==> config.mk <==
export PLATFORM = sky130hd
export DESIGN_NAME = alu_share_arb_flat
export DESIGN_NICKNAME = d
export VERILOG_FILES = /design/src/rtl/alu_share_arb_pkg.sv /design/src/rtl/alu_share_arb_if.sv /design/src/rtl/alu_share_arb_rr_pick.sv /design/src/rtl/alu_share_arb.sv /design/src/flat_wrapper.sv
export SDC_FILE = /design/constraint.sdc
export NUM_CORES = 1
export LEC_CHECK = 0
export BUFFER_PORTS_ARGS = -buffer_cell sky130_fd_sc_hd__buf_2
export CORE_ASPECT_RATIO = 0.7
export CORE_UTILIZATION = 35
export CTS_BUF_LIST = sky130_fd_sc_hd__clkbuf_8
export CTS_CLUSTER_SIZE = 12
export DETAILED_ROUTE_END_ITERATION = 8
export PLACE_DENSITY = 0.67
export SLEW_MARGIN = 25
export SYNTH_ARGS = -nofsm -noshare
export SYNTH_HDL_FRONTEND = slang
export SYNTH_HIERARCHICAL = 1
export SYNTH_SLANG_ARGS = --single-unit
==> constraint.sdc <==
create_clock -name CLK -period 1.7 [get_ports CLK]
set_input_delay 0.34 -clock CLK [delete_from_list [all_inputs] [get_ports CLK]]
set_output_delay 0.34 -clock CLK [all_outputs]
set_load 0.01 [all_outputs]
==> src/rtl/alu_share_arb_pkg.sv <==
`default_nettype none
// ============================================================================
// Module      : alu_share_arb_pkg
// Description : Shared types for the ALU sharing arbiter. It carries the
//               word_t and aluop_t types of the CPU type set and adds the
//               arbiter state encoding.
// Revision    : 1.0 - initial release
// ============================================================================
package alu_share_arb_pkg;

  typedef logic [31:0] word_t;

  typedef enum logic [3:0] {
    ALU_SLL = 4'h0,
    ALU_SRL = 4'h1,
    ALU_SRA = 4'h2,
    ALU_ADD = 4'h3,
    ALU_SUB = 4'h4,
    ALU_AND = 4'h5,
    ALU_OR  = 4'h6,
    ALU_XOR = 4'h7,
    ALU_NOR = 4'h8,
    ALU_SLT = 4'h9,
    ALU_SLTU = 4'hA
  } aluop_t;

  typedef enum logic [1:0] {
    IDLE = 2'd0,
    EXEC = 2'd1,
    RESP = 2'd2
  } alu_arb_state_t;

endpackage
`default_nettype wire

==> src/rtl/alu_share_arb_if.sv <==
`default_nettype none
// ============================================================================
// Module      : alu_share_arb_if
// Description : Bus bundle between the requesters, the arbiter and the ALU.
//   Requester side : req, req_op, req_a, req_b, gnt, rsp_valid, rsp_ack,
//                    rsp_data, rsp_neg, rsp_ovf, rsp_zero, busy, err
//   ALU side       : alu_op, alu_a, alu_b (to ALU); alu_out, alu_neg,
//                    alu_ovf, alu_zero (from ALU)
//   Modports       : slave  - the arbiter
//                    master - the environment (requesters plus ALU)
// Revision    : 1.0 - initial release
// ============================================================================
interface alu_share_arb_if
  import alu_share_arb_pkg::*;
#(
  parameter int NREQ = 2
);

  logic [NREQ-1:0] req;
  aluop_t          req_op [NREQ];
  word_t           req_a  [NREQ];
  word_t           req_b  [NREQ];
  logic [NREQ-1:0] gnt;
  logic [NREQ-1:0] rsp_valid;
  logic [NREQ-1:0] rsp_ack;
  word_t           rsp_data;
  logic            rsp_neg;
  logic            rsp_ovf;
  logic            rsp_zero;
  logic            busy;
  logic            err;
  aluop_t          alu_op;
  word_t           alu_a;
  word_t           alu_b;
  word_t           alu_out;
  logic            alu_neg;
  logic            alu_ovf;
  logic            alu_zero;

  modport slave (
    input  req, req_op, req_a, req_b, rsp_ack,
    input  alu_out, alu_neg, alu_ovf, alu_zero,
    output gnt, rsp_valid, rsp_data, rsp_neg, rsp_ovf, rsp_zero, busy, err,
    output alu_op, alu_a, alu_b
  );

  modport master (
    output req, req_op, req_a, req_b, rsp_ack,
    output alu_out, alu_neg, alu_ovf, alu_zero,
    input  gnt, rsp_valid, rsp_data, rsp_neg, rsp_ovf, rsp_zero, busy, err,
    input  alu_op, alu_a, alu_b
  );

endinterface
`default_nettype wire

==> src/rtl/alu_share_arb_rr_pick.sv <==
`default_nettype none
// ============================================================================
// Module      : rr_pick
// Description : Combinational round-robin picker. Returns the first set
//               request at or after ptr, wrapping modulo NREQ.
//   req     in  NREQ   request vector
//   ptr     in  IDXW   starting index of the search
//   gnt_oh  out NREQ   one-hot winner (all zero when no request)
//   gnt_idx out IDXW   index of the winner (0 when no request)
// Revision    : 1.0 - initial release
// ============================================================================
module rr_pick #(
  parameter  int NREQ = 2,
  localparam int IDXW = $clog2(NREQ)
) (
  input  logic [NREQ-1:0] req,
  input  logic [IDXW-1:0] ptr,
  output logic [NREQ-1:0] gnt_oh,
  output logic [IDXW-1:0] gnt_idx
);

  logic w_found;
  int   w_cand;

  always_comb begin
    gnt_oh  = '0;
    gnt_idx = '0;
    w_found = 1'b0;
    w_cand  = 0;
    for (int k = 0; k < NREQ; k++) begin
      w_cand = int'(ptr) + k;
      if (w_cand >= NREQ) begin
        w_cand = w_cand - NREQ;
      end
      if (!w_found && req[w_cand]) begin
        w_found = 1'b1;
        gnt_oh  = NREQ'(1) << w_cand;
        gnt_idx = IDXW'(w_cand);
      end
    end
  end

endmodule
`default_nettype wire

==> src/rtl/alu_share_arb.sv <==
`default_nettype none
// ============================================================================
// Module      : alu_share_arb
// Description : Shares one combinational ALU between NREQ requesters with
//               round-robin arbitration. Operands are registered at grant,
//               the ALU settles for one cycle, and the result plus flags are
//               held until the owning requester acknowledges.
//   CLK  in   system clock
//   nRST in   synchronous active-low reset
//   bus  slave modport of alu_share_arb_if (requester and ALU signals)
// Optional    : ALU_ARB_TIMEOUT_EN - abandon an unacknowledged response
//               after TIMEOUT RESP cycles and set the sticky err flag.
//               Without it, RESP waits indefinitely and err is 0.
// Revision    : 1.0 - initial release
// ============================================================================
module alu_share_arb
  import alu_share_arb_pkg::*;
#(
  parameter int NREQ    = 2,
  parameter int TIMEOUT = 15
) (
  input  logic           CLK,
  input  logic           nRST,
  alu_share_arb_if.slave bus
);

  localparam int IDXW = $clog2(NREQ);

  alu_arb_state_t  r_state;
  alu_arb_state_t  w_state_nxt;
  logic [IDXW-1:0] r_ptr;
  logic [IDXW-1:0] r_idx;
  logic [IDXW-1:0] w_pick_idx;
  logic [NREQ-1:0] w_pick_oh;
  logic            w_any_req;
  logic            w_ack;
  logic            w_timeout;
  logic            w_release;
  logic [IDXW-1:0] w_idx_inc;

  aluop_t          r_alu_op;
  word_t           r_alu_a;
  word_t           r_alu_b;
  word_t           r_rsp_data;
  logic            r_rsp_neg;
  logic            r_rsp_ovf;
  logic            r_rsp_zero;
  logic [NREQ-1:0] r_rsp_valid;

  rr_pick #(
    .NREQ    (NREQ)
  ) u_rr_pick (
    .req     (bus.req),
    .ptr     (r_ptr),
    .gnt_oh  (w_pick_oh),
    .gnt_idx (w_pick_idx)
  );

  assign w_any_req = |bus.req;
  // Only the owner's ack bit counts, and only while a response is held.
  assign w_ack     = (r_state == RESP) && bus.rsp_ack[r_idx];
  assign w_release = w_ack || w_timeout;
  assign w_idx_inc = (r_idx == IDXW'(NREQ - 1)) ? '0 : r_idx + IDXW'(1);

  // State register
  always_ff @(posedge CLK) begin
    if (!nRST) begin
      r_state <= IDLE;
    end else begin
      r_state <= w_state_nxt;
    end
  end

  // Next-state logic
  always_comb begin
    w_state_nxt = r_state;
    case (r_state)
      IDLE:    if (w_any_req) w_state_nxt = EXEC;
      EXEC:    w_state_nxt = RESP;
      RESP:    if (w_release) w_state_nxt = IDLE;
      default: w_state_nxt = IDLE;
    endcase
  end

  // Operand, response and pointer registers
  always_ff @(posedge CLK) begin
    if (!nRST) begin
      r_ptr       <= '0;
      r_idx       <= '0;
      r_alu_op    <= aluop_t'(4'h0);
      r_alu_a     <= '0;
      r_alu_b     <= '0;
      r_rsp_data  <= '0;
      r_rsp_neg   <= 1'b0;
      r_rsp_ovf   <= 1'b0;
      r_rsp_zero  <= 1'b0;
      r_rsp_valid <= '0;
    end else begin
      case (r_state)
        IDLE: begin
          if (w_any_req) begin
            r_idx    <= w_pick_idx;
            r_alu_op <= bus.req_op[w_pick_idx];
            r_alu_a  <= bus.req_a[w_pick_idx];
            r_alu_b  <= bus.req_b[w_pick_idx];
          end
        end
        EXEC: begin
          r_rsp_data  <= bus.alu_out;
          r_rsp_neg   <= bus.alu_neg;
          r_rsp_ovf   <= bus.alu_ovf;
          r_rsp_zero  <= bus.alu_zero;
          r_rsp_valid <= NREQ'(1) << r_idx;
        end
        RESP: begin
          if (w_release) begin
            r_rsp_valid <= '0;
            r_ptr       <= w_idx_inc;
          end
        end
        default: begin
          r_rsp_valid <= '0;
        end
      endcase
    end
  end

`ifdef ALU_ARB_TIMEOUT_EN
  localparam int TW = $clog2(TIMEOUT + 1);

  logic [TW-1:0] r_tcnt;
  logic          r_err;

  always_ff @(posedge CLK) begin
    if (!nRST) begin
      r_tcnt <= '0;
      r_err  <= 1'b0;
    end else begin
      if (r_state == EXEC) begin
        r_tcnt <= '0;
      end else if ((r_state == RESP) && !w_ack) begin
        r_tcnt <= r_tcnt + TW'(1);
      end
      if (w_timeout) begin
        r_err <= 1'b1;
      end
    end
  end

  // Fires on the edge at which the count would reach TIMEOUT, so exactly
  // TIMEOUT RESP cycles are offered; a coincident ack takes precedence.
  assign w_timeout = (r_state == RESP) && !w_ack && (r_tcnt == TW'(TIMEOUT - 1));
  assign bus.err   = r_err;
`else
  assign w_timeout = 1'b0;
  assign bus.err   = 1'b0;
`endif

  // Grant is a combinational pulse in the IDLE cycle that loads the operands;
  // held off while reset is asserted so no phantom grant is seen.
  assign bus.gnt       = ((r_state == IDLE) && nRST) ? w_pick_oh : '0;
  assign bus.busy      = (r_state != IDLE);
  assign bus.rsp_valid = r_rsp_valid;
  assign bus.rsp_data  = r_rsp_data;
  assign bus.rsp_neg   = r_rsp_neg;
  assign bus.rsp_ovf   = r_rsp_ovf;
  assign bus.rsp_zero  = r_rsp_zero;
  assign bus.alu_op    = r_alu_op;
  assign bus.alu_a     = r_alu_a;
  assign bus.alu_b     = r_alu_b;

endmodule
`default_nettype wire

==> src/flat_wrapper.sv <==
// flat-port wrapper written by rule: the top's interface ports become plain ports
module alu_share_arb_flat import alu_share_arb_pkg::*;
#(
  parameter int NREQ    = 2,
  parameter int TIMEOUT = 15
)
  (CLK, nRST, bus_req, bus_req_op, bus_req_a, bus_req_b, bus_rsp_ack, bus_alu_out, bus_alu_neg, bus_alu_ovf, bus_alu_zero, bus_gnt, bus_rsp_valid, bus_rsp_data, bus_rsp_neg, bus_rsp_ovf, bus_rsp_zero, bus_busy, bus_err, bus_alu_op, bus_alu_a, bus_alu_b);
  alu_share_arb_if #(.NREQ(NREQ)) bus_i ();
  input  logic CLK;
  input  logic nRST;
  input wire logic [$bits(bus_i.req)-1:0] bus_req;
  input wire logic [$bits(bus_i.req_op)-1:0] bus_req_op;
  input wire logic [$bits(bus_i.req_a)-1:0] bus_req_a;
  input wire logic [$bits(bus_i.req_b)-1:0] bus_req_b;
  input wire logic [$bits(bus_i.rsp_ack)-1:0] bus_rsp_ack;
  input wire logic [$bits(bus_i.alu_out)-1:0] bus_alu_out;
  input wire logic [$bits(bus_i.alu_neg)-1:0] bus_alu_neg;
  input wire logic [$bits(bus_i.alu_ovf)-1:0] bus_alu_ovf;
  input wire logic [$bits(bus_i.alu_zero)-1:0] bus_alu_zero;
  output wire logic [$bits(bus_i.gnt)-1:0] bus_gnt;
  output wire logic [$bits(bus_i.rsp_valid)-1:0] bus_rsp_valid;
  output wire logic [$bits(bus_i.rsp_data)-1:0] bus_rsp_data;
  output wire logic [$bits(bus_i.rsp_neg)-1:0] bus_rsp_neg;
  output wire logic [$bits(bus_i.rsp_ovf)-1:0] bus_rsp_ovf;
  output wire logic [$bits(bus_i.rsp_zero)-1:0] bus_rsp_zero;
  output wire logic [$bits(bus_i.busy)-1:0] bus_busy;
  output wire logic [$bits(bus_i.err)-1:0] bus_err;
  output wire logic [$bits(bus_i.alu_op)-1:0] bus_alu_op;
  output wire logic [$bits(bus_i.alu_a)-1:0] bus_alu_a;
  output wire logic [$bits(bus_i.alu_b)-1:0] bus_alu_b;
  assign bus_i.req = bus_req;
  assign bus_i.req_op = {>>{bus_req_op}};
  assign bus_i.req_a = {>>{bus_req_a}};
  assign bus_i.req_b = {>>{bus_req_b}};
  assign bus_i.rsp_ack = bus_rsp_ack;
  assign bus_i.alu_out = bus_alu_out;
  assign bus_i.alu_neg = bus_alu_neg;
  assign bus_i.alu_ovf = bus_alu_ovf;
  assign bus_i.alu_zero = bus_alu_zero;
  assign bus_gnt = bus_i.gnt;
  assign bus_rsp_valid = bus_i.rsp_valid;
  assign bus_rsp_data = bus_i.rsp_data;
  assign bus_rsp_neg = bus_i.rsp_neg;
  assign bus_rsp_ovf = bus_i.rsp_ovf;
  assign bus_rsp_zero = bus_i.rsp_zero;
  assign bus_busy = bus_i.busy;
  assign bus_err = bus_i.err;
  assign bus_alu_op = bus_i.alu_op;
  assign bus_alu_a = bus_i.alu_a;
  assign bus_alu_b = bus_i.alu_b;
  alu_share_arb #(.NREQ(NREQ), .TIMEOUT(TIMEOUT)) u_core (.CLK(CLK), .nRST(nRST), .bus(bus_i));
endmodule
# Word level (Yosys, flattened, before mapping)
# Index checks and enable logic that the tools add are counted.
# op_classes
eq_ne,4
mux,30
n_div,0
addsub,4
n_shift,3
multipliers,0
n_reduce_logical,11
bitwise,2
n_lt_le_gt_ge,6
# ops
cell,count
two-way mux 32 bit,8
"less-than comparator 32 x 3 -> 1 bit, second input constant",2
"<< shifter 1 x 32 -> 2 bit, first input constant",2
two-way mux 1 bit,12
two-way mux 4 bit,3
one-hot mux 2 bit (3 select lines),2
two-way mux 2 bit,5
AND reduction 2 bit,4
">= comparator 2 bit, second input constant",2
"inequality test 2 x 1 -> 1 bit, second input constant",2
logical AND 1 bit,3
"subtractor 1 x 2 -> 3 bit, second input constant",1
"subtractor 2 x 2 -> 3 bit, second input constant",1
"adder 1 x 1 -> 2 bit, second input constant",1
"== test 2 x 1 -> 1 bit, second input constant",1
"== test 2 bit, second input constant",1
">= comparator 1 x 2 -> 1 bit, second input constant",1
zero test 2 bit,1
"less-than comparator 1 x 2 -> 1 bit, second input constant",1
NOT 1 -> 2 bit,1
nonzero test 2 bit,1
OR reduction 2 bit,1
"<< shifter 1 x 1 -> 2 bit, first input constant",1
"adder 1 bit, second input constant",1
other kinds (2),2
# word_totals
wordCells,71
output_inout_bits,109
mem_bits_ro,0
ram_bits,0
inputBits,177
regBits,109
latchBits,0
n_memories,0

# Longest topological paths before layout
# depth
word_depth,13
depth_mapped,7
ltp_nobuf,4

# Hierarchy
# Netlist, hierarchy kept.
# modules_own_cells
module,n_inst,cells_per_inst,seq_area_each_um2,area_each_um2
alu_share_arb,1,501,2182.1,4710.8
rr_pick,1,4,0.0,26.3

# Worst setup path before layout
# No wires, ideal clock.
# synth_path
path_kind,register to register
from,register u_core.r_ptr
to,"register u_core.r_alu_b[25], in the netlist u_core/bus.alu_b[25]"
setup_ns,0.146
setup_slack_ns,0.244
synth_period_minus_slack_ns,1.456
path_buffers,3
arrival_ns,1.310
stages_incl_launch_ff,8
t_required_ns,1.554
cell_sequence,dfxtp_1 inv_1 a21boi_1 buf_2 buf_6 buf_4 mux2i_1 a211oi_2
# synth_between
elab_chain_cells,13
elab_cells_between_ends,22
classes_between,add/sub: 3; order compare: 2; mux: 14; bitwise: 1; reduce/logical: 2
# synth_lines
element,line_no,rtl
start: declaration,alu_share_arb.sv:31,logic [IDXW-1:0] r_ptr;
start signal: assignment,alu_share_arb.sv:118,r_ptr <= w_idx_inc;
subtractor 1 x 2 -> 3 bit / >= comparator 1 x 2 -> 1 bit (equally long branches),"alu_share_arb_rr_pick.sv:33, alu_share_arb_rr_pick.sv:32",
two-way mux 32 bit,alu_share_arb_rr_pick.sv:32,if (w_cand >= NREQ) begin
two-way mux 1 bit (not written as such) (3 in series),alu_share_arb_rr_pick.sv:35,if (!w_found && req[w_cand]) begin
two-way mux 1 bit,alu_share_arb_rr_pick.sv:35,
zero test 1 bit,alu_share_arb_rr_pick.sv:35,
logical AND 1 bit,alu_share_arb_rr_pick.sv:35,
two-way mux 1 bit (*),alu_share_arb_rr_pick.sv:35,
net u_core.w_pick_idx,alu_share_arb.sv:33,logic [IDXW-1:0] w_pick_idx;
NOT 1 -> 2 bit (not written as such) (*),alu_share_arb.sv:105,r_alu_b <= bus.req_b[w_pick_idx];
two-way mux 32 bit (not written as such) (*) (3 in series),alu_share_arb.sv:105,
end signal: assignment,alu_share_arb.sv:105,
end: declaration,alu_share_arb.sv:43,word_t r_alu_b;
# Mark *: on every way through the listed nets, which the timed path passes. The rest lies on a longest branch. The select of a mux whose other input is x is not followed.
# A chain may end at the register's enable or synchronous reset.

# Worst setup path in the final report
# layout_path
from,register u_core.r_state[0]
to,output port bus_gnt[1]
# layout_between
elab_chain_cells,3
# layout_lines
element,line_no,rtl
start: declaration,alu_share_arb.sv:29,alu_arb_state_t r_state;
start signal: assignment,alu_share_arb.sv:70,r_state <= w_state_nxt;
zero test 2 bit,alu_share_arb.sv:161,assign bus.gnt = ((r_state == IDLE) && nRST) ? w_pick_oh : '0;
logical AND 1 bit,alu_share_arb.sv:161,
two-way mux 2 bit,alu_share_arb.sv:161,
end: declaration,flat_wrapper.sv:20,output wire logic [$bits(bus_i.gnt)-1:0] bus_gnt;
# Every way passes these cells.

==> summary.txt <==
Global routing
  – First-pass GRT wire length: around 21,000 um
  – Global Route Usage Sum: 0.190
  – Largest net degree at the start of global routing: 70
  – Busiest grt layer: met2
  – Met1 Track Usage GR: 0.246
  – Antenna violations before repair: 0
  – Grt met3 use: 0.0448
  – Grt ovf: 0
  – GR Util met2: 0.322
  – Vias in the first global route: roughly 4,300

Place
  – Port Buf Inserts: around 280
  – Place WS: 0.170 ns
  – Placed insts: 942
  – Routability cong.: roughly 0.77
  – Hpwl dp: ~10000 um

Worst setup path
  – Critical path type: reg2out
  – CP arrival: around 1.3 ns
  – Critical Path End Type: output pin
  – Crit path launch: u_core/r_state[0]$_SDFFE_PN0P_
  – Critical Path Fanout Max: 8
  – CP startpoint kind: register
  – RR Startpoint: u_core/r_state[0]$_SDFFE_PN0P_
  – Crit Reg-Reg Endpoint: u_core/bus.alu_b[1]$_SDFFE_PN0P_
  – CP Capture Point: bus_gnt[1]
  – Reg2Reg Setup Slack: 0.22 ns
  – Reg2Reg Depth: 5
  – WP data required: 1.36 ns

Final layout
  – Layout cells sized above 1: 0.452
  – Area grow syn2layout: 39.4%
  – Final nets: approximately 950
  – Commonest non-fill, non-tap cell in the layout: buf_2
  – Fillers: 1,273
  – Diode count: 0
  – Most frequent cells in the layout: buf_2, dfxtp_1, a21oi_1
  – Final std cells w/o fill: 961
  – Area of the multi-input gates: between 2000 and 2500 um2
  – Seq. cell area: 2180 um2

Route
  – Avg Vias per Cell: ~4.8
  – Post-route ant nets: 0
  – First-pass iteration count of the detailed router: 4
  – DRC errors left: 0
  – DRT Wirelength: about 14,000 um
  – Routed vias: between 4,000 and 5,000
  – DRT iter0 DRCs: approximately 190
  – Avg WL per Cell: between 10 and 15 um

STA
  – Fin crit period: approximately 1.6 ns
  – Fin crit share: 0.940
  – Setup TNS: 0 ns
  – Max-slew violations: 0
  – Max Fclk: ~630 MHz
  – Setup violators final: 0
  – Final worst slack: between 0.1 and 0.15 ns
  – Final Hold Fails: 0
  – RSZ-0062 raised after global routing: no
  – Worst Skew: around 0.012 ns

Status
  – Status: complete, no violations

Logic synthesis
  – Synth Instances: 505
  – Post-synth top area cell: dfxtp_1
  – Synth top area cells: dfxtp_1, mux2i_1, a21oi_1
  – Area share of the largest cell type after synthesis: 0.461
  – Synthesized cell area: 4740 um2
  – Synth Register Bits: 109
  – Post-Syn Nets: about 680
  – Avg Inst Size Synth: between 9 and 10 um2
  – Ys Warns: 6
  – Register area share after synthesis: 0.461
  – Distinct cell type count after synthesis: 29

Floorplan
  – IO Count: around 290
  – Core Area: around 13,000 um2
  – Die Ht: 99.3 um
  – Die Footprint: around 14,000 um2
  – Initial core utilization: 0.359
  – # rows: 35
  – Die X: around 140 um

Power
  – VDD IR max: ~0.40 mV
  – Leakage: between 3 and 4 nW
  – Pwr Density: 935 nW/um2

Clock tree
  – CTS max path bufs: 2
  – H-tree Lvls: 3
  – CTS tree: yes
  – Clk Latency, worst-skew pair: about 0.36 ns
  – Clock transition at path regs: ~0.11 ns
  – CTS Buf Count: 9
  – CTS Root Cell: clkbuf_8
  – CTS Sinks: 109

Min path
  – Worst hold path type: in2reg

Job
  – Max cap viols: 0
[per-layer routing]
| metal | vias up | share of wire |
|---|---|---|
| li1 | 2337 | - |
| met1 | 2111 | 0.47 |
| met2 | 162 | 0.47 |
| met3 | 12 | 0.055 |
| met4 | 0 | 0.0090 |
| met5 | - | 0 |
[synthesized netlist by cell type]
master	instances
a21boi_1	1
nor2_1	3
o21a_1	1
o21ai_0	3
nand3_1	1
a31oi_1	1
dfxtp_1	109
and2_1	1
nand2b_1	4
buf_6	4
buf_2	23
a21boi_0	1
inv_1	3
buf_4	7
a21oi_1	106
nand2_1	72
and3_1	2
a211oi_1	48
conb_1	1
nor2_4	2
nor3_1	1
mux2_2	1
or2_1	1
a211o_1	1
mux2i_1	68
clkbuf_1	17
inv_2	2
a211oi_2	20
nor2b_1	1
[worst min path at each step]
stage                                            to  cells after the start  slack, ns                            startpoint
4_1_cts         u_core/bus.rsp_data[2]$_SDFFE_PN0N_                      3       0.17                        bus_alu_out[2]
2_1_floorplan             u_core/r_ptr$_SDFFE_PN0P_                      2       0.45             u_core/r_ptr$_SDFFE_PN0P_
5_1_grt        u_core/bus.rsp_data[12]$_SDFFE_PN0N_                      3       0.17                       bus_alu_out[12]
3_5_place_dp   u_core/bus.rsp_data[27]$_SDFFE_PN0N_                      2       0.44  u_core/bus.rsp_data[27]$_SDFFE_PN0N_
6_report       u_core/bus.rsp_data[15]$_SDFFE_PN0N_                      3       0.20                       bus_alu_out[15]
3_3_place_gp   u_core/bus.rsp_data[31]$_SDFFE_PN0N_                      2       0.44  u_core/bus.rsp_data[31]$_SDFFE_PN0N_
[registers in the layout, summed over array words and instances (netlist names)]
signal and cells:
u_core/bus.rsp_zero 1, u_core/bus.rsp_valid 2, u_core/r_state 2, u_core/bus.alu_a 32
u_core/r_idx 1, u_core/bus.rsp_ovf 1, u_core/r_ptr 1, u_core/bus.rsp_data 32
u_core/bus.rsp_neg 1, u_core/bus.alu_op 4, u_core/bus.alu_b 32
[report_power, final]
| group | switching (mW) | internal (mW) |
|---|---|---|
| Clock | 0.907 | 0.689 |
| Sequential | 0.131 | 2.82 |
| Combinational | 0.889 | 0.740 |
[metrics by stage]
| step | hold slack, ns | util | area [um2] | power [mW] |
|---|---|---|---|---|
| detailed placement | 0.443 | 0.485 | 6400 | 4.64 |
| finish | 0.196 | 0.501 | 6610 | 6.17 |
| CTS | 0.171 | 0.501 | 6610 | 6.25 |
| global placement | 0.440 | 0.485 | 6400 | 4.63 |
| global route | 0.172 | 0.501 | 6610 | 6.53 |
| floorplan | 0.453 | - | 4740 | 3.94 |
[worst max-delay path: stages, from the launching register on]
cell,delay (ns)
dfxtp_2,0.38
nor2_4,0.21
and3_1,0.18
buf_2,0.13
[cell type report]
type / instances / area share
inverters: 5 / 0.00303
flip-flops and latches: 109 / 0.331
clock buffers: 9 / 0.0188
repair buffers: 306 / 0.257
multi-input cells: 340 / 0.344
well taps: 185 / 0.0350
clock inverters: 7 / 0.0110
[repair_timing]
item / 4_1_cts / 5_1_grt
setup buffers: 2 / 2
hold buffers: 0 / 0
setup endpoints to repair: 1 / 2
hold endpoints to repair: 0 / 0
resized for setup: 1 / 1
pin swaps: 1 / 2
[logic make-up after synthesis]
group / Yosys count / share of synthesized area
AO/OA/AOI/OAI: 182 / 0.252
AND/OR/NAND/NOR: 88 / 0.0782
multiplexers: 69 / 0.146
other: 1 / 0.000792
buffers and inverters: 56 / 0.0623
flip-flops: 109 / 0.461
Power figures use the tool's default switching activity.
